===== src/rtl/i2c_slave_regfile.sv =====
// i2c_slave_regfile: I2C slave with a NUM_REGS x 8 register file, auto-incrementing
// register pointer and a digital glitch filter on SCL/SDA.
// Optional feature macro: I2C_SLAVE_GENCALL_EN (ACK general-call writes to address 7'h00).
module i2c_slave_regfile #(
    parameter logic [6:0]  SLAVE_ADDR = 7'h51,
    parameter int unsigned NUM_REGS   = 4,
    parameter int unsigned FILT_LEN   = 3,
    parameter logic [7:0]  RST_VAL    = 8'h00,
    localparam int unsigned PTR_W     = $clog2(NUM_REGS)
) (
    input  logic                    clk,
    input  logic                    rst_n,
    input  logic                    scl,
    input  logic                    sda_in,
    output logic                    sda_out,
    output logic [NUM_REGS*8-1:0]   regs_flat,
    output logic                    wr_strobe,
    output logic [PTR_W-1:0]        wr_index,
    output logic                    busy
);

    localparam int unsigned CNT_W  = 4;
    localparam int unsigned BCNT_W = 4;
    localparam int unsigned LINE_SCL = 0;
    localparam int unsigned LINE_SDA = 1;

    typedef enum logic [3:0] {
        IDLE,
        ADDR,
        ADDR_ACK,
        PTR,
        PTR_ACK,
        WDATA,
        WDATA_ACK,
        RDATA,
        RDATA_ACK
    } state_t;

    // Input conditioning: index 0 = SCL, index 1 = SDA
    logic [1:0]       sync1_q;
    logic [1:0]       sync2_q;
    logic [1:0]       filt_q;
    logic [1:0]       prev_q;
    logic [CNT_W-1:0] fcnt_q [2];

    // Protocol state
    state_t                state_q;
    logic [BCNT_W-1:0]     bit_cnt_q;
    logic [7:0]            shift_q;
    logic                  phase_q;
    logic                  rw_q;
    logic [PTR_W-1:0]      ptr_q;
    logic [NUM_REGS*8-1:0] regs_q;
    logic                  sda_out_q;
    logic                  wr_strobe_q;
    logic [PTR_W-1:0]      wr_index_q;
    logic                  busy_q;

    // Decoded events and helpers
    logic             scl_rise_c;
    logic             scl_fall_c;
    logic             start_c;
    logic             stop_c;
    logic [7:0]       byte_c;
    logic             addr_match_c;
    logic             ptr_ok_c;
    logic [PTR_W-1:0] ptr_inc_c;
    logic [7:0]       rd_byte_c;
    logic [7:0]       rd_next_c;

    // Two-flop synchroniser followed by a FILT_LEN-sample persistence filter
    always_ff @(posedge clk or negedge rst_n) begin
        if (!rst_n) begin
            sync1_q <= 2'b11;
            sync2_q <= 2'b11;
            filt_q  <= 2'b11;
            prev_q  <= 2'b11;
            for (int i = 0; i < 2; i++) begin
                fcnt_q[i] <= '0;
            end
        end else begin
            sync1_q <= {sda_in, scl};
            sync2_q <= sync1_q;
            prev_q  <= filt_q;
            for (int i = 0; i < 2; i++) begin
                if (sync2_q[i] == filt_q[i]) begin
                    fcnt_q[i] <= '0;
                end else if (fcnt_q[i] == CNT_W'(FILT_LEN - 1)) begin
                    filt_q[i] <= sync2_q[i];
                    fcnt_q[i] <= '0;
                end else begin
                    fcnt_q[i] <= fcnt_q[i] + CNT_W'(1);
                end
            end
        end
    end

    assign scl_rise_c = filt_q[LINE_SCL] & ~prev_q[LINE_SCL];
    assign scl_fall_c = ~filt_q[LINE_SCL] & prev_q[LINE_SCL];
    assign start_c    = ~filt_q[LINE_SDA] & prev_q[LINE_SDA] & filt_q[LINE_SCL] & prev_q[LINE_SCL];
    assign stop_c     = filt_q[LINE_SDA] & ~prev_q[LINE_SDA] & filt_q[LINE_SCL] & prev_q[LINE_SCL];

    assign byte_c    = {shift_q[6:0], filt_q[LINE_SDA]};
    assign ptr_ok_c  = ({1'b0, byte_c} < 9'(NUM_REGS));
    assign ptr_inc_c = (ptr_q == PTR_W'(NUM_REGS - 1)) ? '0 : ptr_q + PTR_W'(1);
    assign rd_byte_c = regs_q[{ptr_q, 3'b000} +: 8];
    assign rd_next_c = regs_q[{ptr_inc_c, 3'b000} +: 8];

`ifdef I2C_SLAVE_GENCALL_EN
    // General call: address 7'h00 is accepted for writes only
    assign addr_match_c = (byte_c[7:1] == SLAVE_ADDR) || (byte_c == 8'h00);
`else
    assign addr_match_c = (byte_c[7:1] == SLAVE_ADDR);
`endif

    // Protocol FSM, register file and registered outputs
    always_ff @(posedge clk or negedge rst_n) begin
        if (!rst_n) begin
            state_q     <= IDLE;
            bit_cnt_q   <= '0;
            shift_q     <= '0;
            phase_q     <= 1'b0;
            rw_q        <= 1'b0;
            ptr_q       <= '0;
            regs_q      <= {NUM_REGS{RST_VAL}};
            sda_out_q   <= 1'b1;
            wr_strobe_q <= 1'b0;
            wr_index_q  <= '0;
            busy_q      <= 1'b0;
        end else begin
            wr_strobe_q <= 1'b0;
            if (stop_c) begin
                state_q   <= IDLE;
                sda_out_q <= 1'b1;
                busy_q    <= 1'b0;
                phase_q   <= 1'b0;
            end else if (start_c) begin
                state_q   <= ADDR;
                bit_cnt_q <= '0;
                sda_out_q <= 1'b1;
                phase_q   <= 1'b0;
            end else if (scl_rise_c) begin
                case (state_q)
                    ADDR: begin
                        shift_q <= byte_c;
                        if (bit_cnt_q == BCNT_W'(7)) begin
                            bit_cnt_q <= '0;
                            if (addr_match_c) begin
                                state_q <= ADDR_ACK;
                                busy_q  <= 1'b1;
                                rw_q    <= byte_c[0];
                                phase_q <= 1'b0;
                            end else begin
                                state_q <= IDLE;
                            end
                        end else begin
                            bit_cnt_q <= bit_cnt_q + BCNT_W'(1);
                        end
                    end
                    PTR: begin
                        shift_q <= byte_c;
                        if (bit_cnt_q == BCNT_W'(7)) begin
                            bit_cnt_q <= '0;
                            if (ptr_ok_c) begin
                                ptr_q   <= PTR_W'(byte_c);
                                state_q <= PTR_ACK;
                                phase_q <= 1'b0;
                            end else begin
                                state_q <= IDLE;
                            end
                        end else begin
                            bit_cnt_q <= bit_cnt_q + BCNT_W'(1);
                        end
                    end
                    WDATA: begin
                        shift_q <= byte_c;
                        if (bit_cnt_q == BCNT_W'(7)) begin
                            bit_cnt_q                    <= '0;
                            regs_q[{ptr_q, 3'b000} +: 8] <= byte_c;
                            wr_strobe_q                  <= 1'b1;
                            wr_index_q                   <= ptr_q;
                            ptr_q                        <= ptr_inc_c;
                            state_q                      <= WDATA_ACK;
                            phase_q                      <= 1'b0;
                        end else begin
                            bit_cnt_q <= bit_cnt_q + BCNT_W'(1);
                        end
                    end
                    RDATA_ACK: begin
                        // Master NACK ends the read; ACK arms the reload on the next fall
                        if (filt_q[LINE_SDA]) begin
                            state_q <= IDLE;
                        end else begin
                            phase_q <= 1'b1;
                        end
                    end
                    default: ;
                endcase
            end else if (scl_fall_c) begin
                case (state_q)
                    ADDR_ACK: begin
                        if (!phase_q) begin
                            sda_out_q <= 1'b0;
                            phase_q   <= 1'b1;
                        end else begin
                            phase_q <= 1'b0;
                            if (rw_q) begin
                                shift_q   <= {rd_byte_c[6:0], 1'b0};
                                sda_out_q <= rd_byte_c[7];
                                bit_cnt_q <= BCNT_W'(1);
                                state_q   <= RDATA;
                            end else begin
                                sda_out_q <= 1'b1;
                                bit_cnt_q <= '0;
                                state_q   <= PTR;
                            end
                        end
                    end
                    PTR_ACK, WDATA_ACK: begin
                        if (!phase_q) begin
                            sda_out_q <= 1'b0;
                            phase_q   <= 1'b1;
                        end else begin
                            sda_out_q <= 1'b1;
                            phase_q   <= 1'b0;
                            bit_cnt_q <= '0;
                            state_q   <= WDATA;
                        end
                    end
                    RDATA: begin
                        if (bit_cnt_q == BCNT_W'(8)) begin
                            sda_out_q <= 1'b1;
                            phase_q   <= 1'b0;
                            state_q   <= RDATA_ACK;
                        end else begin
                            sda_out_q <= shift_q[7];
                            shift_q   <= {shift_q[6:0], 1'b0};
                            bit_cnt_q <= bit_cnt_q + BCNT_W'(1);
                        end
                    end
                    RDATA_ACK: begin
                        if (phase_q) begin
                            ptr_q     <= ptr_inc_c;
                            shift_q   <= {rd_next_c[6:0], 1'b0};
                            sda_out_q <= rd_next_c[7];
                            bit_cnt_q <= BCNT_W'(1);
                            phase_q   <= 1'b0;
                            state_q   <= RDATA;
                        end
                    end
                    default: ;
                endcase
            end
        end
    end

    assign sda_out   = sda_out_q;
    assign regs_flat = regs_q;
    assign wr_strobe = wr_strobe_q;
    assign wr_index  = wr_index_q;
    assign busy      = busy_q;

endmodule

===== config.mk =====
export PLATFORM = sky130hd
export DESIGN_NAME = i2c_slave_regfile
export DESIGN_NICKNAME = d
export VERILOG_FILES = /design/src/rtl/i2c_slave_regfile.sv
export SDC_FILE = /design/constraint.sdc
export NUM_CORES = 1
export LEC_CHECK = 0
export ABC_AREA = 0
export CAP_MARGIN = 20
export CORE_MARGIN = 2
export CORE_UTILIZATION = 35
export CTS_CLUSTER_SIZE = 24
export DETAILED_ROUTE_END_ITERATION = 10
export PLACE_DENSITY = 0.61
export SLEW_MARGIN = 0
export SYNTH_ARGS = -nofsm -noshare
export SYNTH_HDL_FRONTEND = slang
export SYNTH_SLANG_ARGS = --single-unit

===== constraint.sdc =====
create_clock -name clk -period 6.4 [get_ports clk]
set_input_delay 0.96 -clock clk [delete_from_list [all_inputs] [get_ports clk]]
set_output_delay 0.96 -clock clk [all_outputs]
set_load 0.02 [all_outputs]

==> results.md, run 1 <==
* Status: finished clean
* CP Class: flip-flop to flip-flop
* Die area at 13550 sq um
* Vias post-DR at 3535
* Critical Path, Cell by Cell: ha_1 -> inv_1 -> nor4_2 -> buf_4 -> and2_1 -> o21ai_0
* CP top delay family: buffers and inverters
* Area after DPL at 4880 sq um
* CTS buffer count at 9
* Routed WL per cell at 17.34 microns
* Post-synth EDFFs at 0
* Total Wirelength at 11150 microns
* Antenna-violating nets left at 0
* Setup Fix Bufs, Post-CTS at 0
* Worst IR drop on VDD at 0.0001673 V
* Buf+Inv Stages, Crit Path at 2
* Crit-path max cell delay at 0.64 ns
* Power Dens Cells at 355.0 nW/um^2
* #FFs+latches synth at 73
* R2R Setup Slk at 3.39 ns
* Worst slack at placement at 3.149 ns
* GR Overflow Total at 0
* Post-synthesis cell area at 4422 sq um
* Dpl hpwl at 7832 microns
* Port bufs at 40
* Max_cap viols at 0
* Width of the die at 116.4 microns
* LEAKAGE at 0.002113 uW
* Mean Syn Cell Area at 9.892 sq um
* Setup violators final at 0
* Setup TNS at 0 ns
* DR iter-0 viols at 258
* Via density per instance at 5.498
* CTS H-Tree Depth at 3
* Post-synthesis sequential area ratio at 41.57%
* Highest-delay cell along the critical path: ha_1
* Gr usage total at 17.86%
* Maximum clock rate at 332.1 MHz
* RSZ-0062 raised after global routing: no
* Async SR Flop Fraction at 100.0%
* Synth warn at 0
* Floorplan row count at 41
* Synth cell types at 68
* Core region area at 12470 sq um
* Vias in the first global route at 3392
* Cell count after synthesis at 447
* Clk buf depth at 2
* Clock Skew at 0.008593 ns
* Global placer's final weighted congestion at 0.8872
* Power, Total at 1850 uW
* Initial antenna violation count at 0
* Critical Path End Type: flip-flop
* Post-layout min period at 3.011 ns
* Post_cts resized at 0
* Crit path DAT at 3.20 ns
* # diodes at 0
* Most used DFF post-synth: dfrtp_1
* Share of cells above drive strength 1 at 13.38%
* TritonCTS clock tree: yes
* First-pass DRT Iterations at 5
* Worst-path clk slew at 0.06 ns
* Crit Path Max Fanout at 39
* First-pass GRT wire length at 18620 microns
* CP startpoint kind: flip-flop
* Clock Latency Late Sink at 0.34 ns
* Slew margin rel. at 22.96%
* Final nets at 485
* Initial Util at 35.47%
* Tcrit/Tclk final at 47.05%
* Sink Count at 73
* Root buffer cell: clkbuf_16
* Die height at 116.4 microns
* Worst Hold Class: flip-flop to flip-flop
* Hold buffer count at CTS at 0
* Slew at the pin closest to its max-slew limit at 1.153 ns
* Final Hold Vio Count at 0
* I/O pins at 41
* Worst setup margin at 3.389 ns
* Slew Viols, Final at 0
* Critical Path RT at 6.59 ns
* Area delta synth->final at 17.88%
* Syn nets at 466
* Fill cells at 1194
* Finished Cell Area at 5213 sq um
* DRC violations left at 0
* Pin count of the biggest net entering global routing at 74
-- logic make-up after synthesis --
group / synth area share [%]
adders and majority gates: 4.244
DFF: 41.57
and+or+nand+nor: 18.65
buffers and inverters: 7.555
xor gates and xnor gates: 1.585
AOI/OAI and AO/OA: 15.19
muxes: 11.21
-- worst paths after layout --
path	from	to	depth (start not counted)
worst max-delay path	filt_q[0]	regs_flat[7]	6
worst min-delay path	sync1_q[1]	sync2_q[1]	0
worst max register to register	filt_q[0]	regs_flat[7]	6
worst min register to register	sync1_q[1]	sync2_q[1]	0
max in group asynchronous	rst_n	regs_flat[6]	1
min in group asynchronous	rst_n	fcnt_q[5]	1
-- synth_stat cells, types with 2 or more instances --
cell	count	area (sq um)
nand4_1	33	206.5
o221ai_1	2	17.52
nand2_1	20	75.07
inv_1	44	165.2
nor2_1	20	75.07
nor3b_1	6	45.04
a221o_1	4	40.04
a21o_1	2	15.01
ha_1	15	187.7
dfrtp_1	64	1602
or3_1	2	12.51
a22o_1	4	35.03
nand3b_1	3	22.52
o31ai_1	2	15.01
o21bai_1	2	15.01
mux2_2	10	112.6
nor2b_1	9	56.30
and2_1	5	31.28
and3_1	2	12.51
a32o_1	3	30.03
xnor2_1	3	26.28
mux2i_1	12	120.1
nand2b_1	4	25.02
clkbuf_1	13	48.80
a21oi_1	8	40.04
a31oi_1	4	25.02
a22oi_1	2	15.01
o21ai_0	43	215.2
o211ai_1	2	15.01
nor3_1	6	30.03
nand4b_1	4	35.03
dfstp_2	9	236.5
buf_4	5	37.54
xor2_1	5	43.79
nand3_1	9	45.04
buf_1	3	11.26
a211oi_1	9	67.56
buf_2	11	55.05
mux4_2	11	247.7
nor4_1	4	25.02
-- registers in the layout, indices dropped and copies added, names as in the netlist, 4 cells and up --
signal     flops
bit_cnt_q      4
fcnt_q         8
regs_flat     32
shift_q        8
state_q        4
-- layout by cell type (no fill, tap or decap), types with 11 or more instances in the layout --
cell type / n
dfrtp_1: 64
inv_1: 44
o21ai_0: 43
clkdlybuf4s50_1: 39
nand4_1: 33
nor2_1: 20
nand2_1: 20
ha_1: 15
mux2i_1: 12
mux4_2: 11
-- cell type report --
type                       count  area [sq um]  area share, %
multi-input combinational    296          2256          43.28
clock inverter                 6         66.31          1.272
timing repair buffer          42         432.9          8.305
sequential                    73          1838          35.26
inverter                      44         165.2          3.168
clock buffer                  10         239.0          4.585
tap                          172         215.2          4.129
-- metrics by stage --
stage / hold slack, ns / utilization (%) / instances
2_1_floorplan: 0.3452 / - / 447
3_3_place_gp: 0.3468 / 39.14 / 626
3_5_place_dp: 0.3485 / 39.14 / 626
4_1_cts: 0.3571 / 41.59 / 642
5_1_grt: 0.3627 / 41.81 / 643
6_report: 0.3561 / 41.81 / 643
-- per-layer routing --
layer	global-route usage, %	up-vias	routed length, microns
li1	-	1673	-
met2	26.94	105	5187
met1	25.88	1737	5176
met5	0	-	0
met4	7.619	0	275
met3	2.335	20	512
-- power by group --
group          leakage, uW  switching (uW)  internal (uW)  total (uW)
clock network     0.000141             195            313         508
logic             0.000997             390            280         670
registers         0.000974             142            530         673
total              0.00211             727           1120        1850
No activity file was read; power rests on OpenSTA's default activity.
==> run 2, diff against run 1 <==
PLACE_DENSITY = 0.63   (was 0.61)
clock period = 2.5 ns   (was 6.4 ns; I/O delays follow)
==> results.md, run 2 (synthesized netlist as in run 1, its figures left out) <==
* Buf+Inv Stages, Crit Path at 1 (-1)
* Psw at 1894 uW (+160%)
* Setup Fix Bufs, Post-CTS at 0 (unchanged)
* Most frequent cells in the layout: dfrtp_1, inv_1, o21ai_0
* Switching share of total power at 39.58% (+0.28 points)
* Initial antenna violation count at 0 (unchanged)
* Tcrit/Tclk final at 92.98% (+46 points)
* Routed WL per cell at 17.54 microns (+1.1%)
* Slew margin rel. at 37.95% (+15 points)
* Status: finished clean
* CTS H-Tree Depth at 3 (unchanged)
* GR Overflow Total at 0 (unchanged)
* Gr usage total at 17.91% (+0.052 points)
* Hold buffer count at CTS at 0 (unchanged)
* DR iter-0 viols at 271 (+5.0%)
* Worst setup margin at 0.1754 ns (-3.213 ns)
* Pin count of the biggest net entering global routing at 74 (unchanged)
* First-pass DRT Iterations at 6 (+1)
* Via density per instance at 5.537 (+0.71%)
* Max_cap viols at 0 (unchanged)
* Worst slack at placement at 0.1952 ns (-2.954 ns)
* Die area at 13550 sq um (unchanged)
* Register share of total power at 33.0% (-3.4 points)
* Crit Path Max Fanout at 10 (-74%)
* Clk buf depth at 2 (unchanged)
* Critical Path End Type: flip-flop
* DRC violations left at 0 (unchanged)
* Setup violators final at 0 (unchanged)
* CP top delay family: simple AND/OR/NAND/NOR gates
* Slew Viols, Final at 0 (unchanged)
* Area after DPL at 5050 sq um (+3.5%)
* First-pass GRT wire length at 18770 microns (+0.78%)
* Dpl hpwl at 8407 microns (+7.4%)
* Total Wirelength at 11630 microns (+4.3%)
* Worst-path clk slew at 0.06 ns (about the same)
* Initial Util at 35.47% (unchanged)
* Vias in the first global route at 3533 (+4.2%)
* Floorplan row count at 41 (unchanged)
* Highest-delay cell along the critical path: dfstp_2
* Fill cells at 1169 (-2.1%)
* Final Hold Vio Count at 0 (unchanged)
* Area delta synth->final at 20.54%
* Power, Total at 4785 uW (+160%)
* Vias post-DR at 3671 (+3.8%)
* Crit path DAT at 2.54 ns (-0.66 ns)
* Final Instance Count excl. Fillers at 663 (+3.1%)
* Core region area at 12470 sq um (unchanged)
* # diodes at 0 (unchanged)
* Slew at the pin closest to its max-slew limit at 0.9307 ns (-0.2224 ns)
* Width of the die at 116.4 microns (unchanged)
* Clock Latency Late Sink at 0.33 ns (about the same)
* Placed cell count at 647 (+3.4%)
* CP startpoint kind: flip-flop
* Worst IR drop on VDD at 0.0004245 V (+150%)
* TritonCTS clock tree: yes
* Root buffer cell: clkbuf_16
* Antenna-violating nets left at 0 (unchanged)
* Setup TNS at 0 ns (unchanged)
* Share of cells above drive strength 1 at 16.90% (+3.5 points)
* Final nets at 505 (+4.1%)
* Power Dens Cells at 897.6 nW/um^2 (+150%)
* Combinational share of power at 42.0% (+5.8 points)
* Maximum clock rate at 430.2 MHz (+30%)
* Finished Cell Area at 5330 sq um (+2.3%)
* Commonest non-fill, non-tap cell in the layout: dfrtp_1
* Port bufs at 40 (unchanged)
* Post_cts resized at 0 (unchanged)
* LEAKAGE at 0.002200 uW (+4.2%)
* Clock power share at 25.0% (-2.4 points)
* I/O pins at 41 (unchanged)
* Critical Path RT at 2.71 ns (-3.88 ns)
* Crit-path max cell delay at 0.63 ns (about the same)
* Sink Count at 73 (unchanged)
* Die height at 116.4 microns (unchanged)
* Clock Skew at 0.008421 ns (-0.0001719 ns)
* CTS buffer count at 9 (unchanged)
* Global placer's final weighted congestion at 0.9069 (+2.2%)
* RSZ-0062 raised after global routing: no
* Post-layout min period at 2.325 ns (-0.6866 ns)
* Max FFs per register at 32 (unchanged)
* Internal at 2891 uW (+160%)
* CP Class: flip-flop to flip-flop
* Critical Path, Cell by Cell: inv_1 -> ha_1 -> nor4bb_1 -> nand2_1 -> nand2_2 -> nand3_2 -> mux2_2
* Worst Hold Class: primary input to asynchronous set/reset pin
[run 2: cell types whose count changed in the layout (fill, tap and decap cells not counted)]
cell / delta
buf_4: +20
buf_12: +1
buf_16: -1
bufinv_16: -1
clkinv_2: +1
[run 2: final cells by class]
| class | instances | area (sq um) | area share [%] |
|---|---|---|---|
| sequential | 73 | 1838 | 34.48 |
| clock inverter | 6 | 41.29 | 0.7746 |
| clock buffer | 10 | 239.0 | 4.484 |
| timing repair buffer | 62 | 575.6 | 10.80 |
| multi-input combinational | 296 | 2256 | 42.32 |
| tap | 172 | 215.2 | 4.038 |
| inverter | 44 | 165.2 | 3.099 |
[run 2: per-layer routing]
layer / wire length [microns] / global-route usage, %
met1: 5178 / 24.45
met2: 5638 / 28.53
met3: 627 / 2.750
met4: 185 / 7.540
met5: 0 / 0
[run 2: worst paths after layout]
kind,slack [ns],start,end,depth (start not counted)
max,0.18,filt_q[0],shift_q[2],7
min,0.17,rst_n,fcnt_q[6],1
max reg2reg,0.18,filt_q[0],shift_q[2],7
min reg2reg,0.36,sync1_q[1],sync2_q[1],0
max in group asynchronous,1.71,rst_n,shift_q[3],1
min in group clk,0.36,sync1_q[1],sync2_q[1],0
[run 2: per-stage QoR]
step | util [%] | hold slack, ns
detailed placement | 40.51 | 0.3538
floorplan | - | 0.07941
CTS | 42.76 | 0.2128
global placement | 40.51 | 0.3459
finish | 42.76 | 0.1737
global route | 42.76 | 0.2581
[run 2: power by group through the flow]
stage / clock [uW] / combinational [uW] / sequential (uW)
final: 1200 / 2010 / 1580
after global routing: 1270 / 2200 / 1600
after CTS: 1230 / 1990 / 1570
after detailed placement: 0 / 1990 / 1590
after global placement: 0 / 1970 / 1580
after floorplan: 0 / 1520 / 1500
==> run 3, diff against run 2 <==
PLACE_DENSITY = 0.58   (was 0.63)
==> results.md, run 3 (synthesized netlist as in run 1, its figures left out) <==
* Critical Path, Cell by Cell: inv_1 -> ha_1 -> nor4bb_2 -> nand2_1 -> nand2_2 -> nand3_2 -> mux2_2
* Slew at the pin closest to its max-slew limit at 0.9292 ns (-0.001563 ns)
* Worst IR drop on VDD at 0.0004156 V (-2.1%)
* Area of the multi-input gates at 2267 sq um (+0.50%)
* Clk buf depth at 2 (unchanged)
* Status: finished clean
* Internal at 3133 uW (+8.4%)
* LEAKAGE at 0.002239 uW (+1.7%)
* Final Instance Count excl. Fillers at 663 (unchanged)
* Final nets at 505 (unchanged)
* DR iter-0 viols at 252 (-7.0%)
* Psw at 1881 uW (-0.68%)
* Clock Latency Late Sink at 0.33 ns (about the same)
* Switching share of total power at 37.51% (-2.1 points)
* Gr usage total at 18.17% (+0.26 points)
* Width of the die at 116.4 microns (unchanged)
* CP Class: flip-flop to flip-flop
* Max FFs per register at 32 (unchanged)
* Slew Viols, Final at 0 (unchanged)
* # diodes at 0 (unchanged)
* Final Hold Vio Count at 0 (unchanged)
* Clock Skew at 0.005532 ns (-0.002889 ns)
* Global placer's final weighted congestion at 0.8900 (-1.9%)
* Core region area at 12470 sq um (unchanged)
* TritonCTS clock tree: yes
* Fill cells at 1168 (-0.086%)
* CP startpoint kind: flip-flop
* Worst setup margin at 0.1705 ns (-0.004982 ns)
* DRC violations left at 0 (unchanged)
* Crit Path Max Fanout at 10 (unchanged)
* Dpl hpwl at 8263 microns (-1.7%)
* Slew margin rel. at 38.05% (+0.10 points)
* Register share of total power at 31.7% (-1.3 points)
* Die height at 116.4 microns (unchanged)
* Power Dens Cells at 930.4 nW/um^2 (+3.6%)
* Worst slack at placement at 0.1918 ns (-0.003354 ns)
* Area delta synth->final at 21.87%
* Highest-delay cell along the critical path: dfstp_2
* Root buffer cell: clkbuf_16
* Tcrit/Tclk final at 93.18% (+0.20 points)
* Clock power share at 28.6% (+3.6 points)
* First-pass DRT Iterations at 5 (-1)
* Share of cells above drive strength 1 at 17.31% (+0.41 points)
* Register Area at 1838 sq um (unchanged)
* GR Overflow Total at 0 (unchanged)
* Pin count of the biggest net entering global routing at 74 (unchanged)
* Routed WL per cell at 17.37 microns (-0.99%)
* Port bufs at 40 (unchanged)
* Die area at 13550 sq um (unchanged)
* R2R Setup Slk at 0.17 ns (about the same)
* Worst Hold Class: primary input to asynchronous set/reset pin
* Combinational share of power at 39.7% (-2.3 points)
* CTS buffer count at 9 (unchanged)
* Total Wirelength at 11510 microns (-0.99%)
* Critical Path RT at 2.71 ns (about the same)
* Floorplan row count at 41 (unchanged)
* Setup violators final at 0 (unchanged)
* Critical Path End Type: flip-flop
* RSZ-0062 raised after global routing: no
* Post-layout min period at 2.330 ns (+0.004982 ns)
* Hold buffer count at CTS at 0 (unchanged)
* Max_cap viols at 0 (unchanged)
* Most frequent cells in the layout: dfrtp_1, inv_1, o21ai_0
* Vias post-DR at 3653 (-0.49%)
* I/O pins at 41 (unchanged)
* Placed cell count at 647 (unchanged)
* Antenna-violating nets left at 0 (unchanged)
* Worst-path clk slew at 0.06 ns (about the same)
* First-pass GRT wire length at 18900 microns (+0.70%)
* CTS H-Tree Depth at 3 (unchanged)
* Initial antenna violation count at 0 (unchanged)
* Sink Count at 73 (unchanged)
* Crit path DAT at 2.54 ns (about the same)
* Initial Util at 35.47% (unchanged)
* Via density per instance at 5.510 (-0.49%)
* Crit-path max cell delay at 0.62 ns (about the same)
* Commonest non-fill, non-tap cell in the layout: dfrtp_1
* Maximum clock rate at 429.3 MHz (-0.21%)
* Vias in the first global route at 3633 (+2.8%)
-- run 3: cell types whose count changed in the layout (fill, tap and decap cells not counted) --
cell / before / now
nor4bb_1: 1 / 0
clkinvlp_4: 3 / 0
clkinv_4: 0 / 1
bufinv_16: 0 / 2
buf_12: 1 / 0
clkbuf_8: 1 / 3
nor3_1: 6 / 5
nor4bb_2: 0 / 1
nor3_2: 0 / 1
inv_6: 1 / 0
clkinv_2: 2 / 1
buf_4: 22 / 23
-- run 3: metrics by stage --
| stage | util [%] | total power, uW | area (sq um) | hold WS [ns] | TNS [ns] |
|---|---|---|---|---|---|
| floorplan | - | 3026 | 4422 | 0.07941 | -1.200 |
| global placement | 40.41 | 3530 | 5037 | 0.3460 | 0 |
| detailed placement | 40.41 | 3544 | 5037 | 0.3475 | 0 |
| CTS | 43.14 | 5002 | 5378 | 0.2245 | 0 |
| global route | 43.23 | 5309 | 5389 | 0.2591 | 0 |
| finish | 43.23 | 5014 | 5389 | 0.1675 | 0 |
-- run 3: worst max-delay path, delay by kind of cell (launching register included) --
kind,cells,cell delay [ns]
adders and majority gates,1,0.36
buffers and inverters,1,0.07
muxes,1,0.34
and+or+nand+nor,4,0.83
DFF,1,0.62
-- run 3: layout make-up --
type | count | area share (%)
clock buffers | 12 | 4.945
inverters | 44 | 3.065
multi-input cells | 296 | 42.07
clock inverters | 4 | 1.370
well taps | 172 | 3.993
flip-flops and latches | 73 | 34.11
repair buffers | 62 | 10.45
-- run 3: final timing paths --
path | startpoint | end | cells past startpoint
min | rst_n | bit_cnt_q[2] | 1
min in group clk | sync1_q[1] | sync2_q[1] | 0
max reg2reg | filt_q[0] | shift_q[3] | 7
max | filt_q[0] | shift_q[3] | 7
max in group asynchronous | rst_n | regs_flat[7] | 1
min reg2reg | sync1_q[1] | sync2_q[1] | 0
-- run 3: timing repair --
item | 4_1_cts | 5_1_grt
setup endpoints to repair | 0 | 5
gates resized for setup | 0 | 2
buffers inserted | 0 | 0
-- run 3: power groups by stage --
stage	Combinational [uW]	Clock (uW)	Sequential (uW)
2_1_floorplan	1520	0	1500
3_3_place_gp	1940	0	1590
3_5_place_dp	1940	0	1600
4_1_cts	1950	1470	1580
5_1_grt	2160	1520	1620
6_report	1990	1440	1590
-- run 3: routing by layer --
metal	track usage [%]	vias up	wire [microns]
met5	0	-	0
met4	7.381	0	229
met3	3.788	17	579
met2	27.40	123	5446
met1	25.58	1805	5258
li1	-	1708	-
